--- src/rtl/inst_issue_queue.sv ---
// Instruction buffer between fetch and decode with a dual-issue pairing stage.
// Fetch pushes up to PUSH_WIDTH instructions per cycle; decode takes up to two per cycle.
module inst_issue_queue #(
  parameter int DEPTH      = 16,
  parameter int PUSH_WIDTH = 2
) (
  input  logic                    clk,
  input  logic                    rst,
  input  logic                    flush,
  input  logic                    dual_en,
  input  logic [PUSH_WIDTH-1:0]   push_valid,
  input  logic [32*PUSH_WIDTH-1:0] push_inst,
  input  logic [32*PUSH_WIDTH-1:0] push_pc,
  output logic                    push_ready,
  input  logic                    issue_ready,
  output logic                    slot0_valid,
  output logic                    slot1_valid,
  output logic [31:0]             slot0_inst,
  output logic [31:0]             slot1_inst,
  output logic [31:0]             slot0_pc,
  output logic [31:0]             slot1_pc,
  output logic [$clog2(DEPTH):0]  count
);

  localparam int AW = $clog2(DEPTH);
  localparam int CW = AW + 1;

  logic [31:0]   inst_mem [DEPTH];
  logic [31:0]   pc_mem   [DEPTH];
  logic [AW-1:0] wr_ptr;
  logic [AW-1:0] rd_ptr;
  logic [AW-1:0] rd_ptr_nx1;
  logic [CW-1:0] count_q;

  logic [CW-1:0] push_cnt;
  logic [CW-1:0] push_amt;
  logic [CW-1:0] issue_cnt;

  logic [31:0]   head_inst;
  logic [31:0]   next_inst;
  logic          head_one;
  logic          next_one;
  logic          head_br;
  logic          next_br;
  logic [4:0]    head_dest;
  logic [4:0]    next_rs;
  logic [4:0]    next_rt;
  logic          raw_hazard;
  logic          hold;

  // Single-issue classes: memory ops, COP0, HI/LO multiply-divide and SPECIAL2 MAC-style ops.
  function automatic logic is_one(input logic [31:0] inst);
    logic [5:0] op;
    logic [5:0] funct;
    op    = inst[31:26];
    funct = inst[5:0];
    is_one = ((op >= 6'h20) && (op <= 6'h26)) || (op == 6'h30) ||
             (op inside {6'h28, 6'h29, 6'h2A, 6'h2B, 6'h2E}) ||
             (op == 6'h10) ||
             ((op == 6'h00) && (funct >= 6'h18) && (funct <= 6'h1B)) ||
             ((op == 6'h1C) && (funct inside {6'h00, 6'h01, 6'h02, 6'h04, 6'h05}));
  endfunction

  function automatic logic is_br(input logic [31:0] inst);
    logic [5:0] op;
    logic [4:0] rt;
    logic [5:0] funct;
    op    = inst[31:26];
    rt    = inst[20:16];
    funct = inst[5:0];
    is_br = ((op >= 6'h02) && (op <= 6'h07)) ||
            ((op == 6'h01) && (rt inside {5'h00, 5'h01, 5'h10, 5'h11})) ||
            ((op == 6'h00) && (funct inside {6'h08, 6'h09}));
  endfunction

  // Destination register written by an instruction; 0 means none (or $zero).
  function automatic logic [4:0] dest_reg(input logic [31:0] inst);
    logic [5:0] op;
    logic [4:0] rt;
    logic [4:0] rd;
    logic [5:0] funct;
    op    = inst[31:26];
    rt    = inst[20:16];
    rd    = inst[15:11];
    funct = inst[5:0];
    dest_reg = 5'd0;
    case (op)
      6'h00: begin
        if (!((funct inside {6'h08, 6'h0C, 6'h0D, 6'h11, 6'h13}) ||
              ((funct >= 6'h18) && (funct <= 6'h1B)) ||
              ((funct >= 6'h30) && (funct <= 6'h36))))
          dest_reg = rd;
      end
      6'h1C: begin
        if (funct inside {6'h02, 6'h20, 6'h21})
          dest_reg = rd;
      end
      6'h03: dest_reg = 5'd31;
      6'h01: begin
        if (rt inside {5'h10, 5'h11})
          dest_reg = 5'd31;
      end
      default: begin
        if (((op >= 6'h08) && (op <= 6'h0F)) ||
            ((op >= 6'h20) && (op <= 6'h26)) || (op == 6'h30))
          dest_reg = rt;
      end
    endcase
  endfunction

  assign rd_ptr_nx1 = rd_ptr + AW'(1);
  assign head_inst  = inst_mem[rd_ptr];
  assign next_inst  = inst_mem[rd_ptr_nx1];

  assign head_one   = is_one(head_inst);
  assign next_one   = is_one(next_inst);
  assign head_br    = is_br(head_inst);
  assign next_br    = is_br(next_inst);
  assign head_dest  = dest_reg(head_inst);
  assign next_rs    = next_inst[25:21];
  assign next_rt    = next_inst[20:16];
  assign raw_hazard = (head_dest != 5'd0) &&
                      ((head_dest == next_rs) || (head_dest == next_rt));

  // A branch at the head waits until its delay slot has arrived so both can pair.
  assign hold = dual_en && head_br && (count_q < CW'(2));

  assign slot0_valid = (count_q >= CW'(1)) && !hold;
  assign slot1_valid = dual_en && (count_q >= CW'(2)) && !hold &&
                       !head_one && !next_one && !next_br && !raw_hazard;

  assign slot0_inst = head_inst;
  assign slot1_inst = next_inst;
  assign slot0_pc   = pc_mem[rd_ptr];
  assign slot1_pc   = pc_mem[rd_ptr_nx1];

  assign push_ready = ((CW'(DEPTH) - count_q) >= CW'(PUSH_WIDTH));
  assign count      = count_q;

  always_comb begin
    push_cnt = '0;
    for (int i = 0; i < PUSH_WIDTH; i++)
      push_cnt = push_cnt + CW'(push_valid[i]);
  end

  assign push_amt  = push_ready ? push_cnt : '0;
  assign issue_cnt = issue_ready ? (CW'(slot0_valid) + CW'(slot1_valid)) : '0;

  always_ff @(posedge clk) begin
    if (!rst && !flush && push_ready) begin
      for (int i = 0; i < PUSH_WIDTH; i++) begin
        if (push_valid[i]) begin
          inst_mem[wr_ptr + AW'(i)] <= push_inst[32*i +: 32];
          pc_mem[wr_ptr + AW'(i)]   <= push_pc[32*i +: 32];
        end
      end
    end
  end

  // Reset and flush both empty the queue and suppress any issue on that edge.
  always_ff @(posedge clk) begin
    if (rst || flush) begin
      wr_ptr  <= '0;
      rd_ptr  <= '0;
      count_q <= '0;
    end else begin
      wr_ptr  <= wr_ptr + push_amt[AW-1:0];
      rd_ptr  <= rd_ptr + issue_cnt[AW-1:0];
      count_q <= count_q + push_amt - issue_cnt;
    end
  end

endmodule

--- config.mk ---
export PLATFORM = sky130hd
export DESIGN_NAME = inst_issue_queue
export DESIGN_NICKNAME = d
export VERILOG_FILES = /design/src/rtl/inst_issue_queue.sv
export SDC_FILE = /design/constraint.sdc
export NUM_CORES = 2
export LEC_CHECK = 0
export ABC_CLOCK_PERIOD_IN_PS = 6500
export BUFFER_PORTS_ARGS = -buffer_cell sky130_fd_sc_hd__buf_2
export CAP_MARGIN = 20
export CORE_UTILIZATION = 45
export CTS_BUF_LIST = sky130_fd_sc_hd__clkbuf_4 sky130_fd_sc_hd__clkbuf_8
export CTS_CLUSTER_SIZE = 20
export DETAILED_ROUTE_END_ITERATION = 6
export PLACE_DENSITY = 0.63
export SYNTH_ARGS = -nofsm -noshare
export SYNTH_HDL_FRONTEND = slang
export SYNTH_SLANG_ARGS = --single-unit
--- constraint.sdc ---
create_clock -name clk -period 6.5 [get_ports clk]
set_input_delay 0.975 -clock clk [delete_from_list [all_inputs] [get_ports clk]]
set_output_delay 0.975 -clock clk [all_outputs]
set_load 0.01 [all_outputs]
-- Yosys cells after proc, flatten, opt, wreduce, memory -nomap -nowiden
Memories as Yosys holds them, arrays and structs flattened. A register that Yosys moved wholly into a read port is not among the register bits.
Index checks and enable logic that the tools add are counted.
- memories: 2
- bits in writable memories: 1024
- logic and storage cells: 168
- bits in registers: 13
- input bits: 135
- bits in read-only memories: 0
- bits in latches: 0
- muxes and demuxes: 15
- reduce and logical (&&, ||, !) cells: 74
- add/subtract/negate cells: 9
- magnitude comparators: 20
- bitwise logic cells: 0
- multiply operators: 0
- div/mod/pow operators: 0
- shifts and indexed selects: 0
- equal/unequal tests: 45
- memories (memory ; words ; bits a word ; read ports ; clocked after memory_dff ; write ports ; line ; source):
    inst_mem ; 16 ; 32 ; 2 ; 1 ; 2 ; 28 ; logic [31:0] inst_mem [DEPTH];
    pc_mem ; 16 ; 32 ; 2 ; 1 ; 2 ; 29 ; logic [31:0] pc_mem [DEPTH];
- operators by type and width (kind ; count):
    equality test 6 bit, second input constant ; 14
    equality test 6 x 4 -> 1 bit, second input constant ; 6
    equality test 6 x 5 -> 1 bit, second input constant ; 6
    nonzero test 5 bit ; 6
    logical AND 1 bit ; 29
    equality test 6 x 1 -> 1 bit, second input constant ; 4
    equality test 6 x 3 -> 1 bit, second input constant ; 4
    logical NOT 6 bit ; 4
    equality test 5 bit, second input constant ; 4
    logical OR 1 bit ; 20
    2-to-1 mux 5 bit ; 4
    one-hot mux 5 bit (4 select lines) ; 1
    equality test 6 x 2 -> 1 bit, second input constant ; 3
    greater-or-equal comparator 6 bit, second input constant ; 3
    less-or-equal comparator 6 bit, second input constant ; 3
    greater-or-equal comparator 6 x 2 -> 1 bit, second input constant ; 2
    greater-or-equal comparator 6 x 5 -> 1 bit, second input constant ; 2
    less-or-equal comparator 6 x 3 -> 1 bit, second input constant ; 2
    less-or-equal comparator 6 x 5 -> 1 bit, second input constant ; 2
    equality test 5 x 1 -> 1 bit, second input constant ; 2
    equality test 5 bit ; 2
    greater-or-equal comparator 5 x 2 -> 1 bit, second input constant ; 2
    logical NOT 5 bit ; 2
    adder 4 x 1 -> 4 bit, second input constant ; 2
    16 further kinds ; 34

-- Depth between registers and ports, before layout
- depth after elaboration: 17
- mapped depth: 27

-- Least setup slack after synthesis
OpenSTA, ideal clock, no wires.
- path type: reg2reg
- start point: register rd_ptr[1]
- end point: register count_q[4] (netlist: count[4])
- data arrival time: 5.869 ns
- library setup time: 0.070 ns
- slack: 0.561 ns
- stages on the path, launching flop included: 24
- period minus slack after synthesis: 5.939 ns
- data required time: 6.430 ns
- cells stage by stage: dfxtp_1 ha_1 clkbuf_1 buf_2 buf_2 buf_2 buf_2 clkbuf_1 mux4_2 mux4_2 xor2_1 nand3_1 nor4_1 nor3_1 ha_1 and2_1 ha_1 inv_1 ha_1 fa_1 a21oi_1 nor2_1 or3_1 a21oi_1
- elaborated cells between the ends (all ways): 60
- RTL lines (what ; line ; source):
    from (decl) ; 31 ; logic [AW-1:0] rd_ptr;
    from (signal assigned) ; 168 ; rd_ptr <= rd_ptr + issue_cnt[AW-1:0];
    adder 4 x 1 -> 4 bit ; 111 ; assign rd_ptr_nx1 = rd_ptr + AW'(1);
    memory read (16 x 32 bit) ; -- ;
    via slot1_inst[24] ; 19 ; output logic [31:0] slot1_inst,
    equality test 5 bit ; 123 ; ((head_dest == next_rs) || (head_dest == next_rt));
    logical OR 1 bit ; 123 ;
    logical AND 1 bit ; 122 ; assign raw_hazard = (head_dest != 5'd0) &&
    logical NOT 1 bit ; 130 ; !head_one && !next_one && !next_br && !raw_hazard;
    logical AND 1 bit ; 130 ;
    via slot1_valid ; 17 ; output logic slot1_valid,
    adder 1 x 1 -> 2 bit ; 147 ; assign issue_cnt = issue_ready ? (CW'(slot0_valid) + CW'(slot1_valid)) : '0;
    2-to-1 mux 2 bit ; 147 ;
    subtractor 5 x 2 -> 5 bit ; 169 ; count_q <= count_q + push_amt - issue_cnt;
    to (signal assigned) ; 169 ;
    to (decl) ; 33 ; logic [CW-1:0] count_q;
The timed path passes the listed nets, and every way through them passes these cells.
A chain may end at the register's enable or synchronous reset.

-- Worst setup path after layout
- start point: register rd_ptr[0]
- end point: register count_q[4] (netlist: count[4])
- longest elaborated chain between the ends: 16
- elaborated cells between the ends (all ways): 60
- RTL lines (what ; line ; source):
    adder 4 x 1 -> 4 bit (*) ; 111 ;
    memory read (16 x 32 bit) (*) ; -- ;
    greater-or-equal comparator 6 bit or less-or-equal comparator 6 bit (tied branches) ; 57 ; is_one = ((op >= 6'h20) && (op <= 6'h26)) || (op == 6'h30) ||
    logical AND 1 bit ; 57 ;
    logical OR 1 bit (2 in a row) ; 57 ;
    logical OR 1 bit ; 58 ; (op inside {6'h28, 6'h29, 6'h2A, 6'h2B, 6'h2E}) ||
    logical OR 1 bit ; 59 ; (op == 6'h10) ||
    logical OR 1 bit ; 60 ; ((op == 6'h00) && (funct >= 6'h18) && (funct <= 6'h1B)) ||
    logical NOT 1 bit ; 130 ;
    logical AND 1 bit (2 in a row) ; 130 ;
    logical AND 1 bit (*) ; 130 ;
    adder 1 x 1 -> 2 bit (*) ; 147 ;
    2-to-1 mux 2 bit (*) ; 147 ;
    subtractor 5 x 2 -> 5 bit (*) ; 169 ;
Mark *: on every way between the ends. The rest lies on a longest branch, timed or not.

==> metrics.md <==
| Metric | Value |
|---|---|
| Final wirelength | `203,000 µm` |
| P_sw | `0.00577 W` |
| Register bit count reported by yosys | `1,037` |
| CP Launch Type | `flip-flop` |
| FFs w/ async S/R, synth | `0%` |
| Post-DR vias/cell | `6.79` |
| Total CTS buffers | `184` |
| Initial Util | `45.6%` |
| R2R Setup Slk | `0.37 ns` |
| Ports | `271` |
| CTS tree | `done` |
| Max cap viols | `0` |
| First-pass DRT Iterations | `5` |
| Clk sinks | `1,037` |
| Sequential power share | `39.7%` |
| CTS H-tree depth | `4` |
| Max frequency | `0.163 GHz` |
| DP Area | `64,100 µm²` |
| Later-pin clock latency in the skew report | `0.91 ns` |
| Die X | `368 µm` |
| Worst min path class | `input pin to flip-flop` |
| Final Hold Fails | `0` |
| Int Pwr | `0.0134 W` |
| Arrival @ worst endpoint | `6.95 ns` |
| Tcrit/Tclk final | `94.3%` |
| Post-synth EDFFs | `1,024` |
| Clk slew on worst S/H paths | `0.06 ns` |
| Area Overhead vs Synth | `12.4%` |
| Initial antenna violation count | `43` |
| Routed Antenna Nets | `0` |
| Max Root-Sink Buffers | `3` |
| Clock skew | `0.0359 ns` |
| Total gr overflow | `0` |
| Ys flop type | `edfxtp_1` |
| Worst vdd ir | `0.215 mV` |
| Final min period | `6.13 ns` |
| Buffers on Ports | `270` |
| Total die area | `135,000 µm²` |
| Fin util | `51.3%` |
| Nets@finish | `3,773` |
| Largest net degree at the start of global routing | `66` |
| Core Rows | `133` |
| R2r worst-path depth | `25` |
| Post-cts hold buffer count | `0` |
| Worst Setup End Kind | `flip-flop` |
| Sequential element share of the synthesized area | `51.4%` |
| RSZ-0062 raised after global routing | `no` |
| Sw Ratio | `30.1%` |
| RR Endpoint | `count[4]$_SDFF_PP0_` |
| Avg Synthesized Cell Area | `17.7 µm²` |
| WL per Instance | `36.6 µm` |
| Placer Congestion | `0.908` |
| Filler cells | `10,700` |
| Met3 wire length | `20,000 µm` |
| Post-detail-place hpwl | `114,000 µm` |
| Worst slew pin tran | `1.14 ns` |
| Met1 WL | `78,000 µm` |
| Design Area, Final | `67,700 µm²` |
| Crit path from | `rd_ptr[0]$_SDFF_PP0_` |
| Combinational share of power | `29.0%` |
| Power Total | `0.0192 W` |
| Initial DRC count | `4,579` |
| Mapped Nets | `3,554` |
| Crit path max fanout | `48` |
| Share of post-route cells with drive strength above 1 | `63.5%` |
| # setup viols final | `0` |
| End of the critical path | `count[4]$_SDFF_PP0_` |
| Critical path class | `flip-flop to flip-flop` |
| RR Startpoint | `rd_ptr[0]$_SDFF_PP0_` |
| Highest metal used | `met5` |
| Synth unique cells | `63` |
| Via Count | `37,600` |
| Root buf cell | `clkbuf_8` |
| Leakage | `21.3 nW` |
| Fin. max-slew vios | `0` |
| Routed met2 length | `97,700 µm` |
| First-pass GRT wire length | `286,000 µm` |
| Pwr Density | `283 nW/µm²` |
| Setup TNS | `0 ns` |
| Vias in the first global route | `38,900` |
| Gr usage total | `29.7%` |
| Core area | `132,000 µm²` |
| Relative slew slack | `23.7%` |
| Critical path required time | `7.32 ns` |
| Clock network power share | `31.3%` |
| Status | `complete, no violations` |
| Residual DRC | `0` |
| Die Y | `368 µm` |
| Synthesized cell area | `60,300 µm²` |
| Yosys warning count | `0` |
| Synthesized instance count | `3,398` |
==> metal layers <==
layer  vias to the layer above  track usage [%]
met4                        34             10.3
met5                         -                0
met1                     20100             39.4
li1                      14700                -
met2                      2251             47.8
met3                       455             7.04
==> synthesized netlist by cell type, drive strengths merged (5+ instances only) <==
master	instances	area share [%]
nor4	7	0.073
mux2	1026	19
nor4b	6	0.11
edfxtp	1024	51
nor2	45	0.28
a22oi	25	0.33
buf	79	0.73
mux4	624	23
clkbuf	301	1.9
nand2	50	0.31
nor3	13	0.12
ha	17	0.35
o211ai	5	0.071
dfxtp	13	0.43
nor2b	5	0.052
xnor2	11	0.17
and2	12	0.12
xor2	7	0.10
inv	23	0.14
o21ai	14	0.12
a21oi	16	0.13
nand3	18	0.15
==> kinds of logic (layout without fill, tap and decap cells) <==
group           count (synthesis)  count (layout)  synth area share (%)
mux                          1654            1654                  42.5
flops                        1037            1037                  51.4
buf+inv                       403             766                  2.75
simple gates                  183             183                  1.55
compound gates                 82              82                 0.975
fa+ha+maj                      21              21                 0.486
xor+xnor                       18              18                 0.274
other cells                     0              18                     0
==> cell type report <==
class	instances	area, µm²	area share (%)
diodes	18	45.0	0.0665
clock buffers	240	3000	4.42
repair buffers	413	2940	4.34
multi-input cells	1958	27900	41.3
well taps	1755	2200	3.24
clock inverters	90	505	0.746
inverters	23	86.3	0.127
flip-flops and latches	1037	31000	45.8
==> power groups by stage <==
stage / clock [W] / sequential [W] / combinational (W)
final: 0.00600 / 0.00760 / 0.00557
after global routing: 0.00634 / 0.00761 / 0.00589
after CTS: 0.00607 / 0.00760 / 0.00557
after detailed placement: 0 / 0.00774 / 0.00554
after global placement: 0 / 0.00773 / 0.00546
after floorplan: 0 / 0.00772 / 0.00385
==> placed cells by master, fill, tap and decap left out, types with 5 or more instances in the layout <==
| master | n |
|---|---|
| clkbuf_8 | 191 |
| nor3_1 | 11 |
| o21ai_0 | 13 |
| buf_2 | 271 |
| nand2_1 | 44 |
| diode_2 | 18 |
| mux4_2 | 624 |
| clkinv_2 | 20 |
| ha_1 | 16 |
| mux2_2 | 1025 |
| clkinv_1 | 59 |
| nor2b_1 | 5 |
| and2_1 | 12 |
| nand3_1 | 16 |
| dfxtp_1 | 9 |
| buf_12 | 36 |
| xor2_1 | 6 |
| nor2_4 | 22 |
| a22oi_1 | 23 |
| nand2_4 | 6 |
| nor4_1 | 6 |
| edfxtp_1 | 1024 |
| inv_1 | 22 |
| a21oi_1 | 16 |
| nor2_1 | 23 |
| buf_4 | 99 |
| xnor2_1 | 10 |
| clkbuf_4 | 49 |
==> state kept, by name (all words and copies together), names as in the netlist <==
name,count
rd_ptr,4
pc_mem,512
inst_mem,512
wr_ptr,4
count,5
==> worst min-delay path by stage <==
stage / start / endpoint / slack (ns) / cells after the start
floorplan: rd_ptr[0]$_SDFF_PP0_ / rd_ptr[0]$_SDFF_PP0_ / 0.60 / 2
detailed placement: wr_ptr[0]$_SDFF_PP0_ / wr_ptr[0]$_SDFF_PP0_ / 0.69 / 2
finish: rst / rd_ptr[3]$_SDFF_PP0_ / 0.55 / 3
global route: rst / wr_ptr[1]$_SDFF_PP0_ / 0.54 / 3
global placement: wr_ptr[0]$_SDFF_PP0_ / wr_ptr[0]$_SDFF_PP0_ / 0.69 / 2
CTS: rst / rd_ptr[3]$_SDFF_PP0_ / 0.48 / 3
==> through the flow <==
stage	instances	hold WS, ns	worst slack, ns
global placement	5180	0.687	0.0689
floorplan	3398	0.603	0.561
global route	5523	0.538	0.00832
detailed placement	5184	0.686	0.0454
finish	5534	0.547	0.369
CTS	5514	0.480	0.0271
==> critical path: stages, from the launching register on <==
cell,delay (ns)
dfxtp_4,0.42
buf_12,0.31
mux4_2,0.56
a22oi_2,0.23
nand2_1,0.11
buf_4,0.19
nor4_1,0.31
buf_4,0.18
and2_1,0.29
o32ai_1,0.16
o2bb2ai_2,0.21
buf_4,0.15
xor2_1,0.13
nand3_1,0.10
nor4_1,0.41
nor3_2,0.16
ha_1,0.31
and2_1,0.17
ha_1,0.27
inv_1,0.04
ha_1,0.20
fa_1,0.46
a21oi_1,0.14
nor2_1,0.06
or3_1,0.31
a21oi_1,0.15
==> timing repair <==
action                                  4_1_cts  5_1_grt
endpoints found under the setup margin       16        2
resized for setup                             3        6
buffers inserted                              0        1
No activity file was read; power rests on OpenSTA's default activity.
